### src/rtl/farc_addsub_pipe.sv
// Pipelined sign-magnitude / 2's-complement adder-subtractor with valid/ready flow control.
// Optional saturation of overflowing results: define FARC_ADDSUB_SAT_EN.
module farc_addsub_pipe #(
  parameter int unsigned ADDER_WIDTH = 32,
  parameter int unsigned STAGES      = 4
) (
  input  logic                   clk,
  input  logic                   rst_n,
  input  logic                   flush_in,
  input  logic                   in_valid,
  output logic                   in_ready,
  input  logic [ADDER_WIDTH-1:0] fa_a_in,
  input  logic [ADDER_WIDTH-1:0] fa_b_in,
  input  logic                   sm2c_sel,
  input  logic                   addsub_sel,
  output logic                   out_valid,
  input  logic                   out_ready,
  output logic [ADDER_WIDTH-1:0] fa_sum_out,
  output logic                   fa_carry_out,
  output logic                   ovf_out,
  output logic                   zero_out
);
  localparam int unsigned W  = ADDER_WIDTH;
  localparam int unsigned S  = W / STAGES;
  localparam int unsigned LO = (STAGES - 1) * S;
  localparam logic [W:0]   MAG_MAX  = {2'b00, {(W-1){1'b1}}};
  localparam logic [W-1:0] LOW_MASK = (W'(1) << LO) - W'(1);

  logic         advance_c;
  logic [W:0]   a_ext_c, b_ext_c;
  logic         cin_c;
  logic [W:0]   l_a, l_b;
  logic [W-1:0] l_s;
  logic         l_c, l_sm, l_v;
  logic [S:0]   r_hi_c;
  logic [W:0]   r_c, mag_c;
  logic [W-1:0] sum_c;
  logic         carry_2c_c, carry_c, ovf_c, zero_c;
  logic         out_valid_q, carry_q, ovf_q, zero_q;
  logic [W-1:0] sum_q;

  // One global stall: the whole pipe moves only when the output slot can move.
  assign advance_c = ~out_valid_q | out_ready;
  assign in_ready  = advance_c;

  function automatic logic [W:0] conv(input logic [W-1:0] x, input logic sm);
    logic [W:0] m;
    m = {2'b00, x[W-2:0]};
    if (!sm) return {x[W-1], x};
    return x[W-1] ? -m : m;
  endfunction

  always_comb begin : p_conv
    a_ext_c = conv(fa_a_in, sm2c_sel);
    b_ext_c = conv(fa_b_in, sm2c_sel);
    cin_c   = addsub_sel;
    if (addsub_sel) b_ext_c = ~b_ext_c;
  end

  generate
    if (STAGES == 1) begin : g_single
      assign l_a  = a_ext_c;
      assign l_b  = b_ext_c;
      assign l_s  = '0;
      assign l_c  = cin_c;
      assign l_sm = sm2c_sel;
      assign l_v  = in_valid;
    end else begin : g_multi
      localparam int unsigned P = STAGES - 1;
      logic [P-1:0] v_q, sm_q, c_q, c_d;
      logic [W:0]   a_q [P];
      logic [W:0]   b_q [P];
      logic [W-1:0] s_q [P];
      logic [W-1:0] s_d [P];

      // Segment k sums its slice with the carry registered by segment k-1.
      always_comb begin : p_seg
        for (int k = 0; k < int'(P); k++) begin
          s_d[k] = '0;
          c_d[k] = 1'b0;
        end
        {c_d[0], s_d[0][S-1:0]} = {1'b0, a_ext_c[S-1:0]} + {1'b0, b_ext_c[S-1:0]} + (S+1)'(cin_c);
        for (int k = 1; k < int'(P); k++) begin
          s_d[k] = s_q[k-1];
          {c_d[k], s_d[k][k*S +: S]} = {1'b0, a_q[k-1][k*S +: S]} + {1'b0, b_q[k-1][k*S +: S]}
                                       + (S+1)'(c_q[k-1]);
        end
      end

      always_ff @(posedge clk or negedge rst_n) begin : p_valid
        if (!rst_n) begin
          v_q <= '0;
        end else if (flush_in) begin
          v_q <= '0;
        end else if (advance_c) begin
          v_q <= P'({v_q, in_valid});
        end
      end

      always_ff @(posedge clk) begin : p_data
        if (advance_c) begin
          a_q[0] <= a_ext_c;
          b_q[0] <= b_ext_c;
          for (int k = 1; k < int'(P); k++) begin
            a_q[k] <= a_q[k-1];
            b_q[k] <= b_q[k-1];
          end
          s_q  <= s_d;
          c_q  <= c_d;
          sm_q <= P'({sm_q, sm2c_sel});
        end
      end

      assign l_a  = a_q[P-1];
      assign l_b  = b_q[P-1];
      assign l_s  = s_q[P-1];
      assign l_c  = c_q[P-1];
      assign l_sm = sm_q[P-1];
      assign l_v  = v_q[P-1];
    end
  endgenerate

  // Last segment including the extension bit, then mode-dependent formatting.
  always_comb begin : p_last
    r_hi_c     = (S+1)'((l_a >> LO) + (l_b >> LO) + (W+1)'(l_c));
    r_c        = ((W+1)'(r_hi_c) << LO) | (W+1)'(l_s & LOW_MASK);
    carry_2c_c = r_c[W] ^ l_a[W] ^ l_b[W];
    mag_c      = r_c[W] ? -r_c : r_c;
    sum_c      = r_c[W-1:0];
    ovf_c      = r_c[W] ^ r_c[W-1];
    carry_c    = carry_2c_c;
    if (l_sm) begin
      ovf_c   = mag_c > MAG_MAX;
      carry_c = ovf_c;
      sum_c   = {r_c[W] & (|mag_c[W-2:0]), mag_c[W-2:0]};
`ifdef FARC_ADDSUB_SAT_EN
      if (ovf_c) sum_c = {r_c[W], {(W-1){1'b1}}};
    end else if (ovf_c) begin
      sum_c = r_c[W] ? {1'b1, {(W-1){1'b0}}} : {1'b0, {(W-1){1'b1}}};
`endif
    end
    zero_c = (sum_c == '0);
  end

  always_ff @(posedge clk or negedge rst_n) begin : p_out
    if (!rst_n) begin
      out_valid_q <= 1'b0;
      sum_q       <= '0;
      carry_q     <= 1'b0;
      ovf_q       <= 1'b0;
      zero_q      <= 1'b0;
    end else if (flush_in) begin
      out_valid_q <= 1'b0;
    end else if (advance_c) begin
      out_valid_q <= l_v;
      sum_q       <= sum_c;
      carry_q     <= carry_c;
      ovf_q       <= ovf_c;
      zero_q      <= zero_c;
    end
  end

  assign out_valid    = out_valid_q;
  assign fa_sum_out   = sum_q;
  assign fa_carry_out = carry_q;
  assign ovf_out      = ovf_q;
  assign zero_out     = zero_q;

endmodule

### config.mk
export PLATFORM = sky130hd
export DESIGN_NAME = farc_addsub_pipe
export DESIGN_NICKNAME = d
export VERILOG_FILES = /design/src/rtl/farc_addsub_pipe.sv
export SDC_FILE = /design/constraint.sdc
export NUM_CORES = 1
export LEC_CHECK = 0
export ABC_AREA = 1
export CAP_MARGIN = 20
export CORE_UTILIZATION = 60
export CTS_BUF_LIST = sky130_fd_sc_hd__clkbuf_8
export CTS_CLUSTER_SIZE = 14
export DETAILED_ROUTE_END_ITERATION = 8
export PLACE_DENSITY = 0.9
export SYNTH_ARGS = -nofsm -noshare
export SYNTH_HDL_FRONTEND = slang
export SYNTH_SLANG_ARGS = --single-unit
### constraint.sdc
create_clock -name clk -period 8 [get_ports clk]
set_clock_uncertainty 0.1 [all_clocks]
set_input_delay 1.6 -clock clk [delete_from_list [all_inputs] [get_ports clk]]
set_output_delay 1.6 -clock clk [all_outputs]
set_load 0.02 [all_outputs]
== Word-level counts from Yosys, hierarchy flattened ==
Memories as Yosys holds them, arrays and structs flattened.
Index checks and enable logic that the tools add are counted.

* Shift-type cells: 0
* Order comparisons: 1
* Equality and inequality tests: 0
* $mul: 0
* Muxes and demuxes: 15
* Div/mod/pow operators: 0
* Bitwise operators: 9
* $add $sub $neg: 11
* Reduce and logical (&&, ||, !) cells: 4

{| class="wikitable"
|+ Operators with widths
! cell !! number
|-
| 33-bit two-way mux || 6
|-
| 31-bit negator with 33-bit output || 2
|-
| 9-bit by 1-bit adder with 9-bit output || 4
|-
| 33-bit by 31-bit > comparator with 1-bit output, second input constant || 1
|-
| 33-bit negator || 1
|-
| 33-bit inverter || 1
|-
| 33-bit by 24-bit OR with 33-bit output || 1
|-
| 32-bit logical NOT || 1
|-
| 32-bit two-way mux || 1
|-
| 31-bit OR reduction || 1
|-
| 8-bit by 8-bit adder with 9-bit output || 3
|-
| 9-bit adder || 1
|-
| 1-bit two-way mux || 6
|-
| 3-bit two-way mux || 2
|-
| 1-bit XOR || 3
|-
| 1-bit inverter || 2
|-
| 2-bit AND reduction || 1
|-
| 2-bit nonzero test || 1
|-
| 1-bit AND || 1
|-
| 1-bit OR || 1
|}

* Bits of input ports: 71
* Flip-flop bits (word level): 93
* Memories kept: 2
* Latch bits: 0
* Bits in writable memories: 198
* Bits in read-only memories: 0

{| class="wikitable"
|+ Memories
! memory !! words !! bits a word !! read ports !! clocked after memory_dff !! wr ports !! RTL line !! RTL
|-
| g_multi.a_q || 3 || 33 || 3 || 0 || 3 || 71 || <nowiki>logic [W:0] a_q [P];</nowiki>
|-
| g_multi.b_q || 3 || 33 || 3 || 0 || 3 || 72 || <nowiki>logic [W:0] b_q [P];</nowiki>
|}

== Longest topological paths before layout ==
Gate-level depths: netlist (run 1).
An unclocked memory read counts as a cell.

* Depth after elaboration: 10
* Depth in mapped cells: 21
* Gate-level depth less buffers: 20

== Worst setup path after synthesis (run 1) ==
Ideal clock, no wire load.

* Kind: input port to flip-flop
* From: input port out_ready
* To: register zero_q (netlist: zero_out)
* Stages: 12
* Buffers on the path: 0
* Setup slack: 1.203 ns
* Data arrival time: 6.632 ns
* Path through: inv_1 -> nand2_1 -> nand2_1 -> inv_1 -> o21ai_0 -> a21oi_2 -> nand2_1 -> nor3_2 -> nand2_1 -> nor2_1 -> nand2_1 -> nand2_1

* Longest elaborated chain between the ends: 2

{| class="wikitable"
|+ RTL lines
! element !! RTL line !! RTL
|-
| from (decl) || 17 || <nowiki>input logic out_ready,</nowiki>
|-
| 1-bit OR || 43 || <nowiki>assign advance_c = ~out_valid_q | out_ready;</nowiki>
|-
| net in_ready || 11 || <nowiki>output logic in_ready,</nowiki>
|-
| 2-bit AND reduction (no source line) || -- ||
|-
| to (signal assigned) || 159 || <nowiki>zero_q <= zero_c;</nowiki>
|-
| to (decl) || 39 || <nowiki>logic out_valid_q, carry_q, ovf_q, zero_q;</nowiki>
|}

The timed path passes the listed nets, and every way through them passes these cells.
A chain may end at the register's enable or synchronous reset.

== Worst setup path in the final report (run 1) ==
* From: input port out_ready
* To: output port in_ready

* Longest elaborated chain between the ends: 1

{| class="wikitable"
|+ RTL lines
! element !! RTL line
|-
| 1-bit OR || 43
|-
| to (decl) || 11
|}

Every way passes these cells.

==> impl_metrics.ini, run 1 <==
[run_status]
status = complete, no violations

[yosys]
netlist_area_mm2 = 0.0109
ys_top_cells_by_count = nand2_1 (274), edfxtp_1 (156), inv_1 (143)
netlist.area_leader.share_pct = 42.9
yosys-top-cells-area = edfxtp_1 (43%), nand2_1 (9.4%), dfrtp_1 (8.9%)
async_flop_share_pct = 20.0
yosysWarnings = 0
synth.most_common_cell = nand2_1
synth_nets = 1297
ys.flop_type = edfxtp_1
synth_edf_count = 156
synth_cell_types = 42
yosys.area.top_type = edfxtp_1
syn_inst = 1188
yosysSeqAreaShare_pct = 51.8
ys_ff_latch = 195
avgSynthCellArea_um2 = 9.20

[floorplanning]
dieWidth_um = 137
start_util_pct = 62.3
fp.dieH_um = 137
dieArea_mm2 = 0.0188
rows = 48
core_mm2 = 0.0175
io_pins = 108

[timing]
fmax_ghz = 0.217
slew_headroom_pct = 31.7
drv_slew = 0
min_period_ns = 4.60
finalCritPeriodShare_pct = 57.5
tns_ns = 0
rsz0062_at_grt = no
finalSetupViolations = 0
tightest_slew_ns = 1.02
final-hold-violation-count = 0

[clock_tree]
cts_sinks = 195
cts_hold_buf = 0
path_clk_slew_ns = 0.10
postCtsSetupBuffers = 0
cts_buffer_depth = 2
cts_made_buffers = 17
root_buffer = clkbuf_8
cts_resized = 0
cts_tree = built
htree_levels = 4
clk-insertion-delay-late_ns = 0.47

[worst_setup_path]
crit_start = out_ready
crit_type = in -> out
crit_path_end_kind = output port
start_kind = primary input
cp_data_arrival_time_ns = 2.90
crit_fanout = 3
required_ns = 6.30
r2r_start = g_multi.sm_q[2]$_DFFE_PN_

[routing]
drc = 0
wl_per_cell_um = 14.1
drtAntennaViolNets = 0
vias_per_cell = 5.31
drt_iter0_markers = 640
totalWireLength_um = 21500
vias = 8117
drt_first_pass_iters = 5

[grt]
antenna_found_initial = 0
grt.overflow.total = 0
grt_max_degree = 87
grt_pass1_wl_um = 34800
first_global_vias = 7527
track_usage_pct = 24.1

[placed_design]
dp_hpwl_um = 16400
place_congestion = 0.907
numPortBuffers = 107
dpl_cell_area_mm2 = 0.0122

[finish]
multi_input_area_mm2 = 0.00459
post-route-util_pct = 71.9
seqCellArea_mm2 = 0.00566
syn2layout_area_growth_pct = 15.3
drive_above_1_share_pct = 4.91
final_area_mm2 = 0.0126
fin_nets = 1400
num-fill-cells = 1264
num_antenna_cells = 0

[power_and_ir_drop]
p_total_w = 0.00349
ir_drop_v = 0.000154
p_leak_nw = 5.50
p_per_area_mw_per_mm2 = 277

[min_path]
hold_start = g_multi.s_d[4]$_DFFE_PN_
hold_path.class = reg -> reg

[run]
maxCapViolations = 0
[through the flow]
stage | instances | hold slack (ns) | setup slack [ns]
floorplan | 1188 | 0.300 | 1.20
global placement | 1497 | 0.300 | 3.11
detailed placement | 1497 | 0.305 | 2.95
CTS | 1529 | 0.320 | 3.39
global route | 1529 | 0.330 | 3.07
finish | 1529 | 0.323 | 3.40
[cells by family after synthesis]
| group | synth area share [%] |
|---|---|
| buf+inv | 6.25 |
| xor+xnor | 9.94 |
| flops | 51.8 |
| fa+ha+maj | 4.83 |
| simple gates | 21.1 |
| compound gates | 6.14 |
[registers in the layout (all words and copies together) (netlist names), 3 cells and up]
signal        count
g_multi.a_q      51
g_multi.b_q      51
fa_sum_out       32
g_multi.s_d      24
l_s              24
g_multi.c_q       3
g_multi.sm_q      3
g_multi.v_q       3
[placed cells by master, fill, tap and decap left out, types with 17 or more instances in the layout]
cell type	n
edfxtp_1	156
dfrtp_1	39
inv_1	143
ha_1	31
xor2_1	88
a21oi_1	32
clkdlybuf4s50_1	106
clkbuf_8	17
nand2_1	273
nor2_1	131
xnor2_1	36
nand3_1	72
o21ai_0	50
[critical path, cell delays in order]
cell and delay (ns):
clkdlybuf4s50_1 0.45, inv_1 0.07, nand2_4 0.10, clkdlybuf4s50_1 0.67
[where the power goes]
part | internal, W | switching, W | total (W)
Combinational | 0.000494 | 0.000771 | 0.00127
Sequential | 0.00142 | 0.000157 | 0.00157
Clock | 0.000267 | 0.000380 | 0.000646
Total | 0.00218 | 0.00131 | 0.00349
[worst paths after layout]
| path | depth (start not counted) | slack [ns] | to |
|---|---|---|---|
| min | 0 | 0.32 | l_s[4]$_DFFE_PN_ |
| max in group asynchronous | 1 | 6.17 | fa_sum_out[3]$_DFFE_PN0P_ |
| max reg2reg | 8 | 4.68 | zero_out$_DFFE_PN0P_ |
| min reg2reg | 0 | 0.32 | l_s[4]$_DFFE_PN_ |
| max | 4 | 3.40 | in_ready |
| min in group asynchronous | 1 | 1.11 | fa_sum_out[28]$_DFFE_PN0P_ |
[routing by layer]
metal  part of all wire (%)  vias to the layer above  GRT usage [%]
met2                     49                      287           41.1
met5                      0                        -              0
met1                     44                     3677           31.1
li1                       -                     4120              -
met3                    5.4                       33           3.89
met4                    2.0                        0           8.73
[cell type report]
type / instances / share of cell area [%]
repair buffers: 111 / 8.70
inverters: 146 / 4.37
well taps: 225 / 2.23
multi-input cells: 820 / 36.4
clock inverters: 15 / 1.48
flip-flops and latches: 195 / 44.9
clock buffers: 17 / 1.86
Note: power is estimated with default switching activity, not from simulation.
==> run 2: changes to the inputs <==
--- a/config.mk
+++ b/config.mk
@@ -7,11 +7,11 @@
 export LEC_CHECK = 0
 export ABC_AREA = 1
 export CAP_MARGIN = 20
-export CORE_UTILIZATION = 60
+export CORE_UTILIZATION = 54
 export CTS_BUF_LIST = sky130_fd_sc_hd__clkbuf_8
 export CTS_CLUSTER_SIZE = 14
 export DETAILED_ROUTE_END_ITERATION = 8
-export PLACE_DENSITY = 0.9
+export PLACE_DENSITY = 0.86
 export SYNTH_ARGS = -nofsm -noshare
 export SYNTH_HDL_FRONTEND = slang
 export SYNTH_SLANG_ARGS = --single-unit
==> constraint.sdc (replaced) <==
create_clock -name clk -period 3.9 [get_ports clk]
set_clock_uncertainty 0.1 [all_clocks]
set_input_delay 0.78 -clock clk [delete_from_list [all_inputs] [get_ports clk]]
set_output_delay 0.78 -clock clk [all_outputs]
set_load 0.02 [all_outputs]
==> impl_metrics.ini, run 2 (synthesis gave the netlist of run 1 again) <==
[clock_tree]
htree_levels = 4
cts_made_buffers = 17
postCtsSetupBuffers = 0
cts_buffer_depth = 2
cts_sinks = 195
cts_tree = built
path_clk_slew_ns = 0.10
root_buffer = clkbuf_8
clk-insertion-delay-late_ns = 0.48
cts_hold_buf = 0
cts_resized = 0

[power_and_ir_drop]
p_sw_share_pct = 37.1
ir_drop_v = 0.000259
seq_power_share_pct = 44.7
p_leak_nw = 5.54
p_per_area_mw_per_mm2 = 566
clkPwrFrac_pct = 19.3
p_comb_share_pct = 36.0
internal_power_w = 0.00454
p_sw_w = 0.00268

[floorplanning]
dieArea_mm2 = 0.0208
io_pins = 108
rows = 51
core_mm2 = 0.0197
start_util_pct = 55.6
fp.dieH_um = 144
dieWidth_um = 144

[grt]
track_usage_pct = 22.0
grt.overflow.total = 0
grt_max_degree = 72
grt_pass1_wl_um = 35400
first_global_vias = 7525
antenna_found_initial = 0

[routing]
drc = 0
vias = 7972
drt_first_pass_iters = 6
drtAntennaViolNets = 0
drt_iter0_markers = 498
vias_per_cell = 5.06
totalWireLength_um = 21300
wl_per_cell_um = 13.5

[worst_setup_path]
crit_type = in -> reg
cp_data_arrival_time_ns = 3.40
crit_fanout = 9
crit_path_end_kind = flop
start_kind = primary input
required_ns = 4.03

[finish]
syn2layout_area_growth_pct = 16.5
fin_nets = 1408
drive_above_1_share_pct = 5.56
seqCellArea_mm2 = 0.00566
mostFrequentLayoutCell = nand2_1
final_cell_mix = nand2_1 (273), edfxtp_1 (156), inv_1 (143), nor2_1 (131), clkdlybuf4s50_1 (105)
num-fill-cells = 1584
num_antenna_cells = 0
multi_input_area_mm2 = 0.00460
layout.cells.non_filler = 1577

[run]
maxCapViolations = 0

[placed_design]
dp_slack_ns = 0.156
dp.cells = 1545
dp_hpwl_um = 16300
place_congestion = 0.931
numPortBuffers = 107

[timing]
finalSetupViolations = 0
drv_slew = 0
tns_ns = 0
min_period_ns = 3.26
tightest_slew_ns = 0.818
fmax_ghz = 0.306
rsz0062_at_grt = no
finalWorstSetupSlack_ns = 0.637
final-hold-violation-count = 0
finalCritPeriodShare_pct = 83.7
slew_headroom_pct = 45.5

[min_path]
hold_path.class = in -> async

[run_status]
status = complete, no violations
## run 2: worst paths after layout
check / startpoint / endpoint / slack, ns / cells past startpoint
worst min register to register: g_multi.b_q[0][23]$_DFFE_PN_ / g_multi.b_q[0][56]$_DFFE_PN_ / 0.32 / 0
max in group asynchronous: rst_n / fa_sum_out[13]$_DFFE_PN0P_ / 2.89 / 1
worst max register to register: g_multi.c_q[2]$_DFFE_PN_ / zero_out$_DFFE_PN0P_ / 0.64 / 19
worst min-delay path: rst_n / fa_sum_out[8]$_DFFE_PN0P_ / 0.29 / 1
min in group clk: g_multi.b_q[0][23]$_DFFE_PN_ / g_multi.b_q[0][56]$_DFFE_PN_ / 0.32 / 0
worst max-delay path: sm2c_sel / g_multi.s_d[39]$_DFFE_PN_ / 0.64 / 14
## run 2: critical path, cell delays in order
cell             delay, ns
clkdlybuf4s50_1       0.53
nand2_1               0.26
o21ai_0               0.29
xor2_1                0.31
ha_1                  0.29
nand3_1               0.08
nand2_1               0.08
a21oi_1               0.13
inv_1                 0.05
a21oi_1               0.19
nor2_1                0.06
o21ai_0               0.14
nand2_1               0.08
xor2_1                0.14
## run 2: cell type report
cell class	instances	area share, %
flip-flops and latches	195	44.4
multi-input cells	820	36.1
clock buffers	17	1.84
repair buffers	119	9.04
well taps	265	2.60
inverters	146	4.32
clock inverters	15	1.63
## run 2: per-stage QoR
| step | util [%] | cell area, um2 | power, W | hold WS [ns] |
|---|---|---|---|---|
| 2_1_floorplan | - | 10900 | 0.00501 | 0.300 |
| 3_3_place_gp | 62.6 | 12300 | 0.00573 | 0.301 |
| 3_5_place_dp | 62.6 | 12300 | 0.00584 | 0.305 |
| 4_1_cts | 64.8 | 12700 | 0.00724 | 0.291 |
| 5_1_grt | 64.8 | 12700 | 0.00771 | 0.333 |
| 6_report | 64.8 | 12700 | 0.00721 | 0.289 |
## run 2: metal layers
layer | vias up | global-route usage [%] | wire length [um]
met3 | 27 | 3.64 | 919
met5 | - | 0 | 0
met2 | 228 | 38.2 | 10200
met1 | 3591 | 28.1 | 9800
li1 | 4126 | - | -
met4 | 0 | 7.26 | 401
## run 2: power by group through the flow
stage	sequential (W)	clock, W	combinational [W]
after floorplan	0.00334	0	0.00167
after global placement	0.00324	0	0.00249
after detailed placement	0.00327	0	0.00257
after CTS	0.00322	0.00142	0.00259
after global routing	0.00328	0.00149	0.00294
final	0.00322	0.00139	0.00260
==> run 3: changes to the inputs <==
==> constraint.sdc (replaced) <==
create_clock -name clk -period 2.7 [get_ports clk]
set_clock_uncertainty 0.1 [all_clocks]
set_input_delay 0.54 -clock clk [delete_from_list [all_inputs] [get_ports clk]]
set_output_delay 0.54 -clock clk [all_outputs]
set_load 0.02 [all_outputs]
==> impl_metrics.ini, run 3 (synthesis gave the netlist of run 1 again) <==
[run_status]
violations = setup timing
status = finished, violations left

[placed_design]
numPortBuffers = 107
dp_hpwl_um = 17200
place_congestion = 0.923
dp.cells = 1646
dpl_cell_area_mm2 = 0.0131
dp_slack_ns = -0.585

[clock_tree]
cts_hold_buf = 0
cts_buffer_depth = 2
path_clk_slew_ns = 0.11
clk-insertion-delay-late_ns = 0.48
cts_tree = built
root_buffer = clkbuf_8
cts_sinks = 195
cts_made_buffers = 17
htree_levels = 4

[power_and_ir_drop]
seq_power_share_pct = 40.4
ir_drop_v = 0.000398
p_sw_w = 0.00444
p_leak_nw = 6.23
p_comb_share_pct = 42.9
p_per_area_mw_per_mm2 = 821
clkPwrFrac_pct = 16.7
internal_power_w = 0.00714
p_sw_share_pct = 38.3

[floorplanning]
dieArea_mm2 = 0.0208
start_util_pct = 55.6
io_pins = 108
fp.dieH_um = 144
dieWidth_um = 144
core_mm2 = 0.0197
rows = 51

[timing]
final-hold-violation-count = 0
tns_ns = -2.79
finalCritPeriodShare_pct = 113
tightest_slew_ns = 0.911
finalWorstSetupSlack_ns = -0.338
fmax_ghz = 0.329
min_period_ns = 3.04
slew_headroom_pct = 39.3
finalSetupViolations = 28
rsz0062_at_grt = yes
drv_slew = 0
timing.hold.ws_ns = 0.0418

[grt]
grt.overflow.total = 0
grt_max_degree = 158
track_usage_pct = 23.7
antenna_found_initial = 0
grt_pass1_wl_um = 38500
first_global_vias = 8362

[worst_setup_path]
critPathMaxStageDelay_ns = 0.43
required_ns = 3.02
crit_path_end_kind = flop
rrSetupSlack_ns = -0.34
crit_buf_inv = 0
crit_cells = 16
r2r_start = g_multi.a_q[0][90]$_DFFE_PN_
crit_type = reg -> reg
start_kind = flop
cp_data_arrival_time_ns = 3.36
path_common_cell = nand2_1
critPathSlowestCell = fa_2
r2r_end = zero_out$_DFFE_PN0P_
crit_fanout = 9
crit_family = simple AND/OR/NAND/NOR gates
r2r_cells = 16
crit_path_cell_trace = fa_2 > fa_2 > nand3_2 > nand2_4 > nand2_4 > nand3_4 > nand2_8 > nand2_1 > xor2_2 > o21ai_1 > nand2_1 > nor2_1 > nand3_1 > nor2_2 > nand2_1 > nand2_1

[routing]
vias = 8759
drt_first_pass_iters = 5
drt_iter0_markers = 690
drtAntennaViolNets = 0
vias_per_cell = 5.16
totalWireLength_um = 24400
wl_per_cell_um = 14.3
drc = 0

[finish]
num_antenna_cells = 0
final_cell_mix = nand2_1 (248), edfxtp_1 (156), inv_1 (135), buf_4 (123), nor2_1 (121)
drive_above_1_share_pct = 19.3
seqCellArea_mm2 = 0.00566
multi_input_area_mm2 = 0.00504
num-fill-cells = 1387
mostFrequentLayoutCell = nand2_1
fin_nets = 1529
final_area_mm2 = 0.0141
layout.cells.non_filler = 1698
syn2layout_area_growth_pct = 29.1

[run]
maxCapViolations = 0

[min_path]
hold_path.class = in -> async
-- run 3: metal layers --
layer	part of all wire, %	vias up	GRT usage [%]
li1	-	4374	-
met1	42	3986	29.7
met2	50	341	41.7
met3	5.0	58	3.34
met4	2.4	0	8.98
met5	0	-	0
-- run 3: through the flow --
stage	total power, W	util [%]
after global routing	0.0123	71.8
after CTS	0.0110	69.3
after floorplan	0.00726	-
after detailed placement	0.00901	66.6
final	0.0116	71.8
after global placement	0.00881	66.6
-- run 3: worst max-delay path by stage --
stage | start | end | slack [ns]
global placement | fa_b_in[0] | g_multi.s_d[39]$_DFFE_PN_ | -0.49
floorplan | g_multi.c_q[2]$_DFFE_PN_ | fa_sum_out[31]$_DFFE_PN0P_ | 0.01
global route | g_multi.a_q[0][90]$_DFFE_PN_ | zero_out$_DFFE_PN0P_ | -0.60
detailed placement | fa_a_in[0] | g_multi.a_q[0][30]$_DFFE_PN_ | -0.58
finish | g_multi.a_q[0][90]$_DFFE_PN_ | zero_out$_DFFE_PN0P_ | -0.34
CTS | g_multi.c_q[2]$_DFFE_PN_ | zero_out$_DFFE_PN0P_ | -0.25
-- run 3: what timing repair did --
| item | CTS | global route |
|---|---|---|
| cloned | 1 | 2 |
| hold endpoints to repair | 0 | 0 |
| pin swaps | 14 | 51 |
| buffers inserted | 7 | 12 |
| endpoints found under the setup margin | 17 | 54 |
| resized for setup | 18 | 101 |
-- run 3: layout make-up --
class	instances	share of cell area [%]
Tap cell	265	2.35
Inverter	146	3.90
Clock inverter	15	1.35
Clock buffer	17	1.66
Timing Repair Buffer	237	14.9
Multi-Input combinational cell	823	35.7
Sequential cell	195	40.1
-- run 3: power groups by stage --
stage	sequential [W]	combinational [W]	clock (W)
2_1_floorplan	0.00483	0.00243	0
5_1_grt	0.00477	0.00549	0.00208
3_3_place_gp	0.00467	0.00414	0
4_1_cts	0.00465	0.00443	0.00197
3_5_place_dp	0.00472	0.00429	0
6_report	0.00468	0.00497	0.00193
